--- config.mk ---
export PLATFORM = sky130hd
export DESIGN_NAME = memory_stage_flat
export DESIGN_NICKNAME = d
export VERILOG_FILES = /design/src/rtl/memory_stage_if.sv /design/src/rtl/memory_stage.sv /design/src/flat_wrapper.sv
export SDC_FILE = /design/constraint.sdc
export NUM_CORES = 1
export LEC_CHECK = 0
export ABC_CLOCK_PERIOD_IN_PS = 1800
export CAP_MARGIN = 20
export CORE_UTILIZATION = 40
export DETAILED_ROUTE_END_ITERATION = 7
export GPL_TIMING_DRIVEN = 0
export PLACE_DENSITY = 0.69
export RECOVER_POWER = 25
export SYNTH_ARGS = -nofsm -noshare
export SYNTH_HDL_FRONTEND = slang
export SYNTH_SLANG_ARGS = --single-unit
export TNS_END_PERCENT = 100
--- constraint.sdc ---
create_clock -name clk -period 1.8 [get_ports clk]
set_input_delay 0.36 -clock clk [delete_from_list [all_inputs] [get_ports clk]]
set_output_delay 0.36 -clock clk [all_outputs]
set_load 0.01 [all_outputs]
--- src/rtl/memory_stage_if.sv ---
// Memory-side bus of memory_stage: request strobes, address, write data with
// byte enables, read data and the access-complete response.
interface memory_stage_if #(
  parameter int DATA_W = 16
);
  localparam int BE_W = DATA_W / 8;

  logic [DATA_W-1:0] mem_address;
  logic              mem_read;
  logic              mem_write;
  logic [DATA_W-1:0] mem_wdata;
  logic [BE_W-1:0]   mem_byte_enable;
  logic [DATA_W-1:0] mem_rdata;
  logic              mem_resp;

  modport master (
    output mem_address, mem_read, mem_write, mem_wdata, mem_byte_enable,
    input  mem_rdata, mem_resp
  );

  modport slave (
    input  mem_address, mem_read, mem_write, mem_wdata, mem_byte_enable,
    output mem_rdata, mem_resp
  );
endinterface

--- src/rtl/memory_stage.sv ---
// Pipeline memory stage: one load/store (optionally through a pointer word) per op,
// result held on a valid/ready output. Define MEMORY_STAGE_INDIRECT_EN for indirect ops.
module memory_stage #(
  parameter int DATA_W = 16,
  parameter int BE_W   = DATA_W / 8
) (
  input  logic              clk,
  input  logic              reset_n,
  input  logic              in_valid,
  output logic              in_ready,
  input  logic [DATA_W-1:0] in_alu,
  input  logic [DATA_W-1:0] in_ir,
  input  logic [DATA_W-1:0] in_pc,
  input  logic              in_rd,
  input  logic              in_wr,
  input  logic              in_byte,
  input  logic              in_ind,
  input  logic              in_trap,
  input  logic [DATA_W-1:0] in_wdata,
  output logic              out_valid,
  input  logic              out_ready,
  output logic [DATA_W-1:0] out_mdr,
  output logic [DATA_W-1:0] out_alu,
  output logic [DATA_W-1:0] out_ir,
  output logic [DATA_W-1:0] out_pc,
  memory_stage_if.master    mem
);
  localparam int LANE_W = $clog2(BE_W);

  typedef enum logic [1:0] {
    S_IDLE = 2'd0,
    S_ACC1 = 2'd1,
`ifdef MEMORY_STAGE_INDIRECT_EN
    S_ACC2 = 2'd2,
`endif
    S_DONE = 2'd3
  } state_t;

  state_t r_state, w_next_state;

  logic [DATA_W-1:0] r_alu, r_ir, r_pc, r_wdata, r_addr, r_mdr;
  logic              r_rd, r_wr, r_byte;
  logic              r_out_valid;
  logic [DATA_W-1:0] r_out_mdr, r_out_alu, r_out_ir, r_out_pc;

  logic              w_in_ready, w_accept;
  logic              w_mem_read, w_mem_write, w_busy;
  logic              w_ptr_phase, w_byte_access, w_final_resp;
  logic [LANE_W-1:0] w_lane;
  logic [7:0]        w_rd_byte;
  logic [DATA_W-1:0] w_base_addr, w_word_addr;
  logic [BE_W-1:0]   w_be_lane;

`ifdef MEMORY_STAGE_INDIRECT_EN
  logic r_ind;
`else
  logic w_unused_ind;
  assign w_unused_ind = in_ind;
`endif

  always_ff @(posedge clk or negedge reset_n) begin
    // NOTE: state registers use non-blocking assignments so every flop samples pre-edge values.
    if (!reset_n) r_state <= S_IDLE;
    else          r_state <= w_next_state;
  end

  always_comb begin
    // NOTE: defaults first so no branch of the case can leave a signal unassigned (no latches).
    w_next_state = r_state;
    w_in_ready   = 1'b0;
    w_mem_read   = 1'b0;
    w_mem_write  = 1'b0;
    w_ptr_phase  = 1'b0;
    case (r_state)
      S_IDLE: begin
        w_in_ready = !r_out_valid || out_ready;
        if (in_valid && w_in_ready) w_next_state = (in_rd || in_wr) ? S_ACC1 : S_DONE;
      end
      S_ACC1: begin
`ifdef MEMORY_STAGE_INDIRECT_EN
        if (r_ind) begin
          // Pointer fetch is always a word read, whatever the op itself does.
          w_ptr_phase = 1'b1;
          w_mem_read  = 1'b1;
          if (mem.mem_resp) w_next_state = S_ACC2;
        end else begin
          w_mem_read  = r_rd;
          w_mem_write = r_wr;
          if (mem.mem_resp) w_next_state = S_DONE;
        end
`else
        w_mem_read  = r_rd;
        w_mem_write = r_wr;
        if (mem.mem_resp) w_next_state = S_DONE;
`endif
      end
`ifdef MEMORY_STAGE_INDIRECT_EN
      S_ACC2: begin
        w_mem_read  = r_rd;
        w_mem_write = r_wr;
        if (mem.mem_resp) w_next_state = S_DONE;
      end
`endif
      S_DONE:  w_next_state = S_IDLE;
      default: w_next_state = S_IDLE;
    endcase
  end

  assign w_accept      = in_valid && w_in_ready;
  assign w_busy        = w_mem_read || w_mem_write;
  assign w_final_resp  = mem.mem_resp && w_busy && !w_ptr_phase;
  assign w_byte_access = r_byte && !w_ptr_phase;
  assign w_lane        = r_addr[LANE_W-1:0];
  assign w_be_lane     = BE_W'(1) << w_lane;
  assign w_word_addr   = r_addr & ~DATA_W'(BE_W - 1);
  assign w_rd_byte     = 8'(mem.mem_rdata >> {w_lane, 3'b000});
  assign w_base_addr   = in_trap ? DATA_W'({in_ir[7:0], 1'b0}) : in_alu;

  always_ff @(posedge clk or negedge reset_n) begin
    if (!reset_n) begin
      r_alu       <= '0;
      r_ir        <= '0;
      r_pc        <= '0;
      r_wdata     <= '0;
      r_addr      <= '0;
      r_mdr       <= '0;
      r_rd        <= 1'b0;
      r_wr        <= 1'b0;
      r_byte      <= 1'b0;
`ifdef MEMORY_STAGE_INDIRECT_EN
      r_ind       <= 1'b0;
`endif
      r_out_valid <= 1'b0;
      r_out_mdr   <= '0;
      r_out_alu   <= '0;
      r_out_ir    <= '0;
      r_out_pc    <= '0;
    end else begin
      if (w_accept) begin
        r_alu   <= in_alu;
        r_ir    <= in_ir;
        r_pc    <= in_pc;
        r_wdata <= in_wdata;
        r_addr  <= w_base_addr;
        r_mdr   <= in_alu;
        r_rd    <= in_rd;
        r_wr    <= in_wr;
        r_byte  <= in_byte;
`ifdef MEMORY_STAGE_INDIRECT_EN
        r_ind   <= in_ind;
`endif
      end
`ifdef MEMORY_STAGE_INDIRECT_EN
      if (w_ptr_phase && mem.mem_resp) r_addr <= mem.mem_rdata;
`endif
      if (w_final_resp && r_rd) r_mdr <= w_byte_access ? DATA_W'(w_rd_byte) : mem.mem_rdata;

      // A landing result wins over a drain in the same cycle.
      if (r_state == S_DONE) begin
        r_out_valid <= 1'b1;
        r_out_mdr   <= r_mdr;
        r_out_alu   <= r_alu;
        r_out_ir    <= r_ir;
        r_out_pc    <= r_pc;
      end else if (out_ready) begin
        r_out_valid <= 1'b0;
      end
    end
  end

  assign in_ready  = w_in_ready;
  assign out_valid = r_out_valid;
  assign out_mdr   = r_out_mdr;
  assign out_alu   = r_out_alu;
  assign out_ir    = r_out_ir;
  assign out_pc    = r_out_pc;

  assign mem.mem_read        = w_mem_read;
  assign mem.mem_write       = w_mem_write;
  assign mem.mem_address     = !w_busy ? '0 : (w_byte_access ? r_addr : w_word_addr);
  assign mem.mem_byte_enable = !w_busy ? '0 : (w_byte_access ? w_be_lane : '1);
  assign mem.mem_wdata       = !w_busy ? '0 : (w_byte_access ? {BE_W{r_wdata[7:0]}} : r_wdata);
endmodule

--- src/flat_wrapper.sv ---
// flat-port wrapper written by rule: the top's interface ports become plain ports
module memory_stage_flat 
#(
  parameter int DATA_W = 16,
  parameter int BE_W   = DATA_W / 8
)
  (clk, reset_n, in_valid, in_ready, in_alu, in_ir, in_pc, in_rd, in_wr, in_byte, in_ind, in_trap, in_wdata, out_valid, out_ready, out_mdr, out_alu, out_ir, out_pc, mem_mem_address, mem_mem_read, mem_mem_write, mem_mem_wdata, mem_mem_byte_enable, mem_mem_rdata, mem_mem_resp);
  memory_stage_if #(.DATA_W(DATA_W)) mem_i ();
  input  logic clk;
  input  logic reset_n;
  input  logic in_valid;
  output logic in_ready;
  input  logic [DATA_W-1:0] in_alu;
  input  logic [DATA_W-1:0] in_ir;
  input  logic [DATA_W-1:0] in_pc;
  input  logic in_rd;
  input  logic in_wr;
  input  logic in_byte;
  input  logic in_ind;
  input  logic in_trap;
  input  logic [DATA_W-1:0] in_wdata;
  output logic out_valid;
  input  logic out_ready;
  output logic [DATA_W-1:0] out_mdr;
  output logic [DATA_W-1:0] out_alu;
  output logic [DATA_W-1:0] out_ir;
  output logic [DATA_W-1:0] out_pc;
  output wire logic [$bits(mem_i.mem_address)-1:0] mem_mem_address;
  output wire logic [$bits(mem_i.mem_read)-1:0] mem_mem_read;
  output wire logic [$bits(mem_i.mem_write)-1:0] mem_mem_write;
  output wire logic [$bits(mem_i.mem_wdata)-1:0] mem_mem_wdata;
  output wire logic [$bits(mem_i.mem_byte_enable)-1:0] mem_mem_byte_enable;
  input wire logic [$bits(mem_i.mem_rdata)-1:0] mem_mem_rdata;
  input wire logic [$bits(mem_i.mem_resp)-1:0] mem_mem_resp;
  assign mem_mem_address = mem_i.mem_address;
  assign mem_mem_read = mem_i.mem_read;
  assign mem_mem_write = mem_i.mem_write;
  assign mem_mem_wdata = mem_i.mem_wdata;
  assign mem_mem_byte_enable = mem_i.mem_byte_enable;
  assign mem_i.mem_rdata = mem_mem_rdata;
  assign mem_i.mem_resp = mem_mem_resp;
  memory_stage #(.DATA_W(DATA_W), .BE_W(BE_W)) u_core (.clk(clk), .reset_n(reset_n), .in_valid(in_valid), .in_ready(in_ready), .in_alu(in_alu), .in_ir(in_ir), .in_pc(in_pc), .in_rd(in_rd), .in_wr(in_wr), .in_byte(in_byte), .in_ind(in_ind), .in_trap(in_trap), .in_wdata(in_wdata), .out_valid(out_valid), .out_ready(out_ready), .out_mdr(out_mdr), .out_alu(out_alu), .out_ir(out_ir), .out_pc(out_pc), .mem(mem_i));
endmodule
==> impl_results.rst, run 1 <==
.. list-table::
   :header-rows: 1

   * - Metric
     - Value
   * - Slew of the pin with the lowest slew margin
     - 0.876 ns
   * - Root Driver
     - sky130_fd_sc_hd__clkbuf_16
   * - Flop and latch count out of synthesis
     - 166
   * - Die Footprint
     - 17900 um^2
   * - Max-slew headroom at the worst pin
     - 41.6%
   * - Total number of clock tree sinks
     - 166
   * - Total of warnings raised by yosys
     - 0
   * - Total routed wirelength
     - 19.9 mm
   * - Floorplan Core Area
     - 16800 um^2
   * - Cell-by-cell trace of the critical path
     - nor2b_4 -> o21a_4 -> clkbuf_16 -> and2_4 -> buf_6
   * - CP required
     - 1.44 ns
   * - Violated checks
     - negative setup slack
   * - Top cell type's share of synthesized area
     - 59.8%
   * - Highest clock rate
     - 495 MHz
   * - Worst r2r path cells
     - 8
   * - Sequential area share after synthesis
     - 59.8%
   * - Minimum setup slack in the final design
     - -0.219 ns
   * - CTS H-tree depth
     - 4
   * - Slowest cell on the critical path
     - sky130_fd_sc_hd__dfrtp_2
   * - Cell with the most instances after synthesis
     - sky130_fd_sc_hd__dfrtp_1
   * - Count of unresolved DRC violations after routing
     - 0
   * - Max-cap check violation count
     - 0
   * - Global-route wire length before repair
     - 31.5 mm
   * - Hold/Removal Path Class
     - in -> reg
   * - Number of buffers on the longest clock path
     - 2
   * - Worst Setup Slack post-DPL
     - -0.840 ns
   * - Setup TNS after final layout
     - -14.98 ns
   * - Most area-consuming cells after synthesis
     - sky130_fd_sc_hd__dfrtp_1, sky130_fd_sc_hd__mux2_2, sky130_fd_sc_hd__mux2i_1
   * - Crit Reg-Reg Endpoint
     - u_core.r_pc[1]
   * - Clk pin slew, worst setup/hold paths
     - 0.06 ns
   * - Worst Path Max Fanout
     - 5
   * - Static leakage power
     - 4.71 nW
   * - Cts bufs inserted
     - 17
   * - Count of mapped cells out of synthesis
     - 491
   * - Number of placement rows
     - 47
   * - Startpoint of the worst register-to-register path
     - u_core.r_state[0]
   * - Initial cell density of the core
     - 41.4%
   * - Global-route congestion overflow total
     - 0
   * - Horizontal die dimension
     - 134 um
   * - Endpoint type of the worst setup path
     - primary output
   * - Layout cells sized above 1
     - 42.9%
   * - Hold Path Origin
     - in_valid
   * - Final-report max-slew violation count
     - 0
   * - Starting DRC count in detailed routing
     - 255
   * - Synthesized net count
     - 581
   * - Worst EP arrival
     - 1.66 ns
   * - Synth Flop Type
     - sky130_fd_sc_hd__dfrtp_1
   * - Longest individual stage delay on the worst path
     - 0.45 ns
   * - Async set-reset flop share out of synthesis
     - 100%
   * - RSZ-0062 raised after global routing
     - true
   * - Placed wire-length estimate
     - 13.2 mm
   * - Total track usage
     - 23.5%
   * - Finish-stage setup viols
     - 112
   * - Post-synth EDFFs
     - 0
   * - Count of antenna-violating nets left after detailed routing
     - 0
   * - Vias in the first global route
     - 5474
   * - Wire per inst
     - 20.6 um
   * - Core utilization of the finished layout
     - 64.5%
   * - Maximum resistive drop on vdd
     - 0.00111 V
   * - Kind of critical path
     - reg -> out
   * - Synth unique cells
     - 33
   * - Worst hold slack across all endpoints
     - 0.496 ns
   * - Clock tree from TritonCTS
     - yes
   * - Overall Power
     - 20.6 mW
   * - Clock Skew
     - 0.00675 ns
   * - Endpoint, Worst Hold
     - u_core.r_mdr[2]
   * - Period minus WS final
     - 2.02 ns
   * - Routed via count divided by cell count
     - 5.22
   * - Summed instance area of the synthesized netlist
     - 6940 um^2
   * - Vertical die dimension
     - 134 um
   * - Placer Congestion
     - 0.875
   * - Antenna diode count
     - 0
   * - Final Cycle Share
     - 112%
   * - Cell types with the highest counts after synthesis
     - sky130_fd_sc_hd__dfrtp_1, sky130_fd_sc_hd__mux2_2, sky130_fd_sc_hd__and2_1, sky130_fd_sc_hd__mux2i_1, sky130_fd_sc_hd__mux2_1
   * - Clock latency on the worst-skew pair
     - 0.42 ns
   * - Pin count of the biggest net entering global routing
     - 106
   * - Final Hold Viols
     - 0
   * - Number of antenna violations at the first check in global routing
     - 0
   * - Pwr per Cell Area
     - 1910 nW/um^2
   * - Hold Path Depth
     - 3
   * - R2R Setup Slk
     - -0.15 ns
   * - Io pins
     - 192
   * - Area growth from synthesis to final layout
     - 55.7%
   * - Number of buffers added on ports
     - 189
   * - Detailed-routing iteration count for the pre-antenna-repair pass
     - 4
   * - Total vias in the final route
     - 5063
   * - Syn Area/Cell
     - 14.1 um^2
   * - Startpoint class of the critical path
     - flip-flop
   * - Result of the run
     - finished, violations left
   * - Cell type with the largest total area after synthesis
     - sky130_fd_sc_hd__dfrtp_1
   * - Number of nets in the finished design
     - 828
cell type report:
class                      instances  area [um^2]
fill                            1279         5950
sequential                       166         4160
multi-input combinational        290         3020
timing repair buffer             230         2470
clock buffer                      23          478
buffer                            31          304
tap                              220          275
clock inverter                     8         98.8
inverter                           2         7.51
sequential cells by signal (all words and copies together), names as in the netlist:
signal and count:
u_core.out_alu 16, u_core.out_ir 16, u_core.out_mdr 16, u_core.out_pc 16, u_core.out_valid 1, u_core.r_addr 16, u_core.r_alu 16, u_core.r_byte 1
u_core.r_ir 16, u_core.r_mdr 16, u_core.r_pc 16, u_core.r_rd 1, u_core.r_state 2, u_core.r_wdata 16, u_core.r_wr 1
routing by layer:
metal	wire [um]	share of wire, %	vias to the layer above	global-route usage (%)
li1	-	-	2274	-
met3	1350	6.8	23	6.39
met5	0	0	-	0
met1	8680	44	2586	31.5
met4	255	1.3	0	7.01
met2	9660	48	180	37.1
critical path: cells and delay by family (launching register included):
kind	cells	cell delay (ns)
flip-flops	1	0.45
buffers and inverters	2	0.26
AO/OA/AOI/OAI	1	0.22
AND/OR/NAND/NOR	2	0.30
cell usage in the layout, fill, tap and decap left out, types with 11 or more instances in the layout:
| cell type | n |
|---|---|
| sky130_fd_sc_hd__buf_4 | 19 |
| sky130_fd_sc_hd__buf_6 | 50 |
| sky130_fd_sc_hd__mux2_4 | 49 |
| sky130_fd_sc_hd__mux2i_1 | 11 |
| sky130_fd_sc_hd__dfrtp_1 | 165 |
| sky130_fd_sc_hd__nand2_1 | 12 |
| sky130_fd_sc_hd__and2_4 | 23 |
| sky130_fd_sc_hd__mux2_2 | 89 |
| sky130_fd_sc_hd__clkdlybuf4s50_1 | 151 |
| sky130_fd_sc_hd__clkbuf_16 | 20 |
worst max-delay path by stage:
| stage | start | endpoint | slack, ns | depth (start not counted) |
|---|---|---|---|---|
| 2_1_floorplan | u_core.r_state[1] | u_core.r_addr[10] | 0.11 | 6 |
| 3_3_place_gp | reset_n | u_core.out_pc[1] | -6.12 | 1 |
| 3_5_place_dp | u_core.r_state[0] | mem_mem_address[3] | -0.84 | 5 |
| 4_1_cts | u_core.r_state[1] | mem_mem_address[14] | -0.26 | 5 |
| 5_1_grt | u_core.r_state[1] | mem_mem_address[2] | -0.26 | 5 |
| 6_report | u_core.r_state[1] | mem_mem_wdata[6] | -0.22 | 5 |
report_power, final:
group          internal (mW)  switching [mW]
combinational           6.26            3.99
clock                   2.14            1.44
sequential              5.63            1.15
what timing repair did:
action                                 4_1_cts  5_1_grt
pin swaps                                   36        4
gates resized for setup                    330       46
gates cloned                                 9        0
endpoints found under the hold margin       61        0
setup endpoints to repair                  142      165
hold buffers                                 1        0
setup buffers                               20       13
metrics by stage:
step,instance area (um^2),instances
after floorplan,6940,491
after global placement,9110,900
after detailed placement,9140,901
after CTS,10600,961
after global routing,10800,970
final,10800,970
kinds of logic after synthesis:
| kind of cell | share of synthesized area [%] |
|---|---|
| AO/OA/AOI/OAI | 5.86 |
| AND/OR/NAND/NOR | 6.79 |
| multiplexers | 24.8 |
| buffers and inverters | 2.70 |
| flip-flops | 59.8 |
Power figures use the tool's default switching activity.
==> run 2: changes to the inputs <==
--- a/config.mk
+++ b/config.mk
@@ -7,3 +7,3 @@
 export LEC_CHECK = 0
-export ABC_CLOCK_PERIOD_IN_PS = 1800
+export ABC_CLOCK_PERIOD_IN_PS = 2200
 export CAP_MARGIN = 20
@@ -12,3 +12,3 @@
 export GPL_TIMING_DRIVEN = 0
-export PLACE_DENSITY = 0.69
+export PLACE_DENSITY_LB_ADDON = 0.25
 export RECOVER_POWER = 25
==> constraint.sdc (replaced) <==
create_clock -name clk -period 2.2 [get_ports clk]
set_input_delay 0.44 -clock clk [delete_from_list [all_inputs] [get_ports clk]]
set_output_delay 0.44 -clock clk [all_outputs]
set_load 0.05 [all_outputs]
==> impl_results.rst, run 2 (same netlist as run 1, synthesis figures left out) <==
.. list-table::
   :header-rows: 1

   * - Metric
     - Value
   * - Maximum resistive drop on vdd
     - 0.000872 V (-21%)
   * - Starting DRC count in detailed routing
     - 275 (+7.8%)
   * - Length of routed met2 wiring
     - 8.87 mm (-8.2%)
   * - CP required
     - 1.76 ns (+0.32 ns)
   * - Pin count of the biggest net entering global routing
     - 90 (-15%)
   * - Total number of clock tree sinks
     - 166 (unchanged)
   * - Total cell area at the placement stage
     - 9150 um^2 (about the same)
   * - Vertical die dimension
     - 134 um (unchanged)
   * - Vias in the first global route
     - 5229 (-4.5%)
   * - Count of antenna-violating nets left after detailed routing
     - 0 (unchanged)
   * - Count of unresolved DRC violations after routing
     - 0 (unchanged)
   * - CTS H-tree depth
     - 4 (unchanged)
   * - Endpoint type of the worst setup path
     - primary output
   * - Highest metal layer with signal wires
     - met4
   * - Startpoint class of the critical path
     - flip-flop
   * - Static leakage power
     - 4.22 nW (-10%)
   * - Clock tree from TritonCTS
     - yes
   * - Clock latency on the worst-skew pair
     - 0.43 ns (about the same)
   * - Max-slew headroom at the worst pin
     - 27.8% (-14 points)
   * - Period minus WS final
     - 2.15 ns
   * - Placed insts
     - 901 (unchanged)
   * - Area growth from synthesis to final layout
     - 41.7%
   * - Number of placement rows
     - 47 (unchanged)
   * - Kind of critical path
     - reg -> out
   * - Hold Path Depth
     - 1 (-2)
   * - Result of the run
     - finished, final reports clean
   * - Pwr per Cell Area
     - 1780 nW/um^2 (-6.5%)
   * - Area occupied by registers
     - 4160 um^2 (unchanged)
   * - M1 WL
     - 7.30 mm (-16%)
   * - Flop pwr share
     - 30.9% (-2.0 points)
   * - Cell internal pwr
     - 9.96 mW (-29%)
   * - RSZ-0062 raised after global routing
     - true
   * - Root Driver
     - sky130_fd_sc_hd__clkbuf_16
   * - Highest clock rate
     - 466 MHz
   * - Logic gate share of total power
     - 52.6% (+2.8 points)
   * - Max-cap check violation count
     - 0 (unchanged)
   * - Routed via count divided by cell count
     - 5.21 (-0.27%)
   * - Net load switching power
     - 7.58 mW (+15%)
   * - Horizontal die dimension
     - 134 um (unchanged)
   * - Worst hold slack across all endpoints
     - 0.484 ns (-0.0116 ns)
   * - Worst r2r path cells
     - 7 (-1)
   * - Minimum setup slack in the final design
     - 0.0538 ns (+0.273 ns)
   * - Die Footprint
     - 17900 um^2 (unchanged)
   * - Io pins
     - 192 (unchanged)
   * - Antenna diode count
     - 0 (unchanged)
   * - Total routed wirelength
     - 18.0 mm (-9.6%)
   * - Number of buffers added on ports
     - 189 (unchanged)
   * - Number of antenna violations at the first check in global routing
     - 0 (unchanged)
   * - Finish-stage setup viols
     - 0 (-100%)
   * - Initial cell density of the core
     - 41.4% (unchanged)
   * - Hold/Removal Path Class
     - reg -> reg
   * - Worst EP arrival
     - 1.71 ns (+0.05 ns)
   * - Cts bufs inserted
     - 17 (unchanged)
   * - Final Hold Viols
     - 0 (unchanged)
   * - Final Cycle Share
     - 97.6%
   * - Final-report max-slew violation count
     - 0 (unchanged)
   * - Multi-input gate area in the final layout
     - 2630 um^2 (-13%)
   * - Clock Skew
     - 0.0108 ns (+0.00402 ns)
   * - Worst Path Max Fanout
     - 6 (+1)
   * - Floorplan Core Area
     - 16800 um^2 (unchanged)
   * - Number of fillers in the final layout
     - 1353 (+5.8%)
   * - Clk pin slew, worst setup/hold paths
     - 0.07 ns (about the same)
   * - Global-route wire length before repair
     - 28.4 mm (-9.7%)
   * - Slew of the pin with the lowest slew margin
     - 1.08 ns (+0.206 ns)
   * - Worst setup path startpoint
     - u_core.r_state[1]
   * - Number of buffers on the longest clock path
     - 2 (unchanged)
   * - Part of the total power dissipated in the clock network
     - 16.5% (-0.9 points)
   * - Final design instance area without fill
     - 9840 um^2 (-9.0%)
   * - Most common library cell in the layout ignoring fill and taps
     - sky130_fd_sc_hd__dfrtp_1
   * - Net Sw Frac
     - 43.2% (+11 points)
   * - Most frequent cells in the layout
     - sky130_fd_sc_hd__dfrtp_1, sky130_fd_sc_hd__clkdlybuf4s50_1, sky130_fd_sc_hd__mux2_2, sky130_fd_sc_hd__buf_6, sky130_fd_sc_hd__and2_1
   * - Placed wire-length estimate
     - 13.2 mm (+0.11%)
   * - Total track usage
     - 21.2% (-2.3 points)
   * - Startpoint of the worst register-to-register path
     - u_core.r_state[0]
   * - Wire per inst
     - 19.2 um (-6.6%)
   * - Core utilization of the finished layout
     - 58.7% (-5.8 points)
   * - Met3 layer wire length in the routed design
     - 1.52 mm (+13%)
   * - Total vias in the final route
     - 4888 (-3.5%)
   * - Layout cells sized above 1
     - 33.4% (-9.6 points)
   * - Worst Setup Slack post-DPL
     - -0.747 ns (+0.0930 ns)
   * - Placer Congestion
     - 0.819 (-6.4%)
   * - Final cell count without fillers
     - 939 (-3.2%)
   * - Detailed-routing iteration count for the pre-antenna-repair pass
     - 4 (unchanged)
   * - Number of nets in the finished design
     - 796 (-3.9%)
   * - Hold Path Origin
     - u_core.r_addr[14]
   * - Global-route congestion overflow total
     - 0 (unchanged)
==> run 2: layer usage <==
layer,GRT usage (%),vias up
met1,25.8,2461
met4,7.70,0
met2,34.8,182
met5,0,-
met3,7.15,25
li1,-,2220
==> run 2: area by class of cell <==
class / count / area share (%)
multi-input combinational: 290 / 26.7
inverter: 2 / 0.0763
tap: 220 / 2.80
clock buffer: 18 / 4.46
buffer: 33 / 2.26
clock inverter: 14 / 1.42
sequential: 166 / 42.2
timing repair buffer: 196 / 20.0
==> run 2: final timing paths <==
path                                           end  slack (ns)
worst max-delay path            mem_mem_address[6]        0.05
worst min-delay path             u_core.r_addr[14]        0.48
worst max register to register   u_core.r_wdata[9]        0.14
worst min register to register   u_core.r_addr[14]        0.48
max in group asynchronous        u_core.r_state[1]        0.48
min in group asynchronous         u_core.r_alu[13]        0.76
==> run 2: metrics by stage <==
stage | total power [mW] | setup TNS, ns
global route | 18.4 | -0.00768
global placement | 14.2 | -982.65
finish | 17.5 | 0
detailed placement | 14.4 | -26.29
CTS | 17.6 | 0
floorplan | 11.4 | 0
==> run 2: power by group through the flow <==
stage	clock network [mW]	logic [mW]	registers (mW)
after CTS	2.97	9.16	5.43
after floorplan	0	4.05	7.34
after global routing	3.10	9.69	5.62
after global placement	0	8.79	5.37
after detailed placement	0	8.96	5.47
final	2.90	9.23	5.41
==> run 2: timing repair <==
action                     4_1_cts  5_1_grt
cloned                           1        0
hold buffers                     1        0
setup buffers                    2        2
hold endpoints to repair         5        0
setup endpoints to repair       37       44
gates resized for setup        247       28
==> run 2: worst max-delay path, cell delays in order, from the launching register on <==
cell and delay, ns:
sky130_fd_sc_hd__dfrtp_2 0.45, sky130_fd_sc_hd__nor2b_4 0.16, sky130_fd_sc_hd__o21a_4 0.18, sky130_fd_sc_hd__clkbuf_8 0.15
sky130_fd_sc_hd__and2_1 0.17, sky130_fd_sc_hd__buf_6 0.17
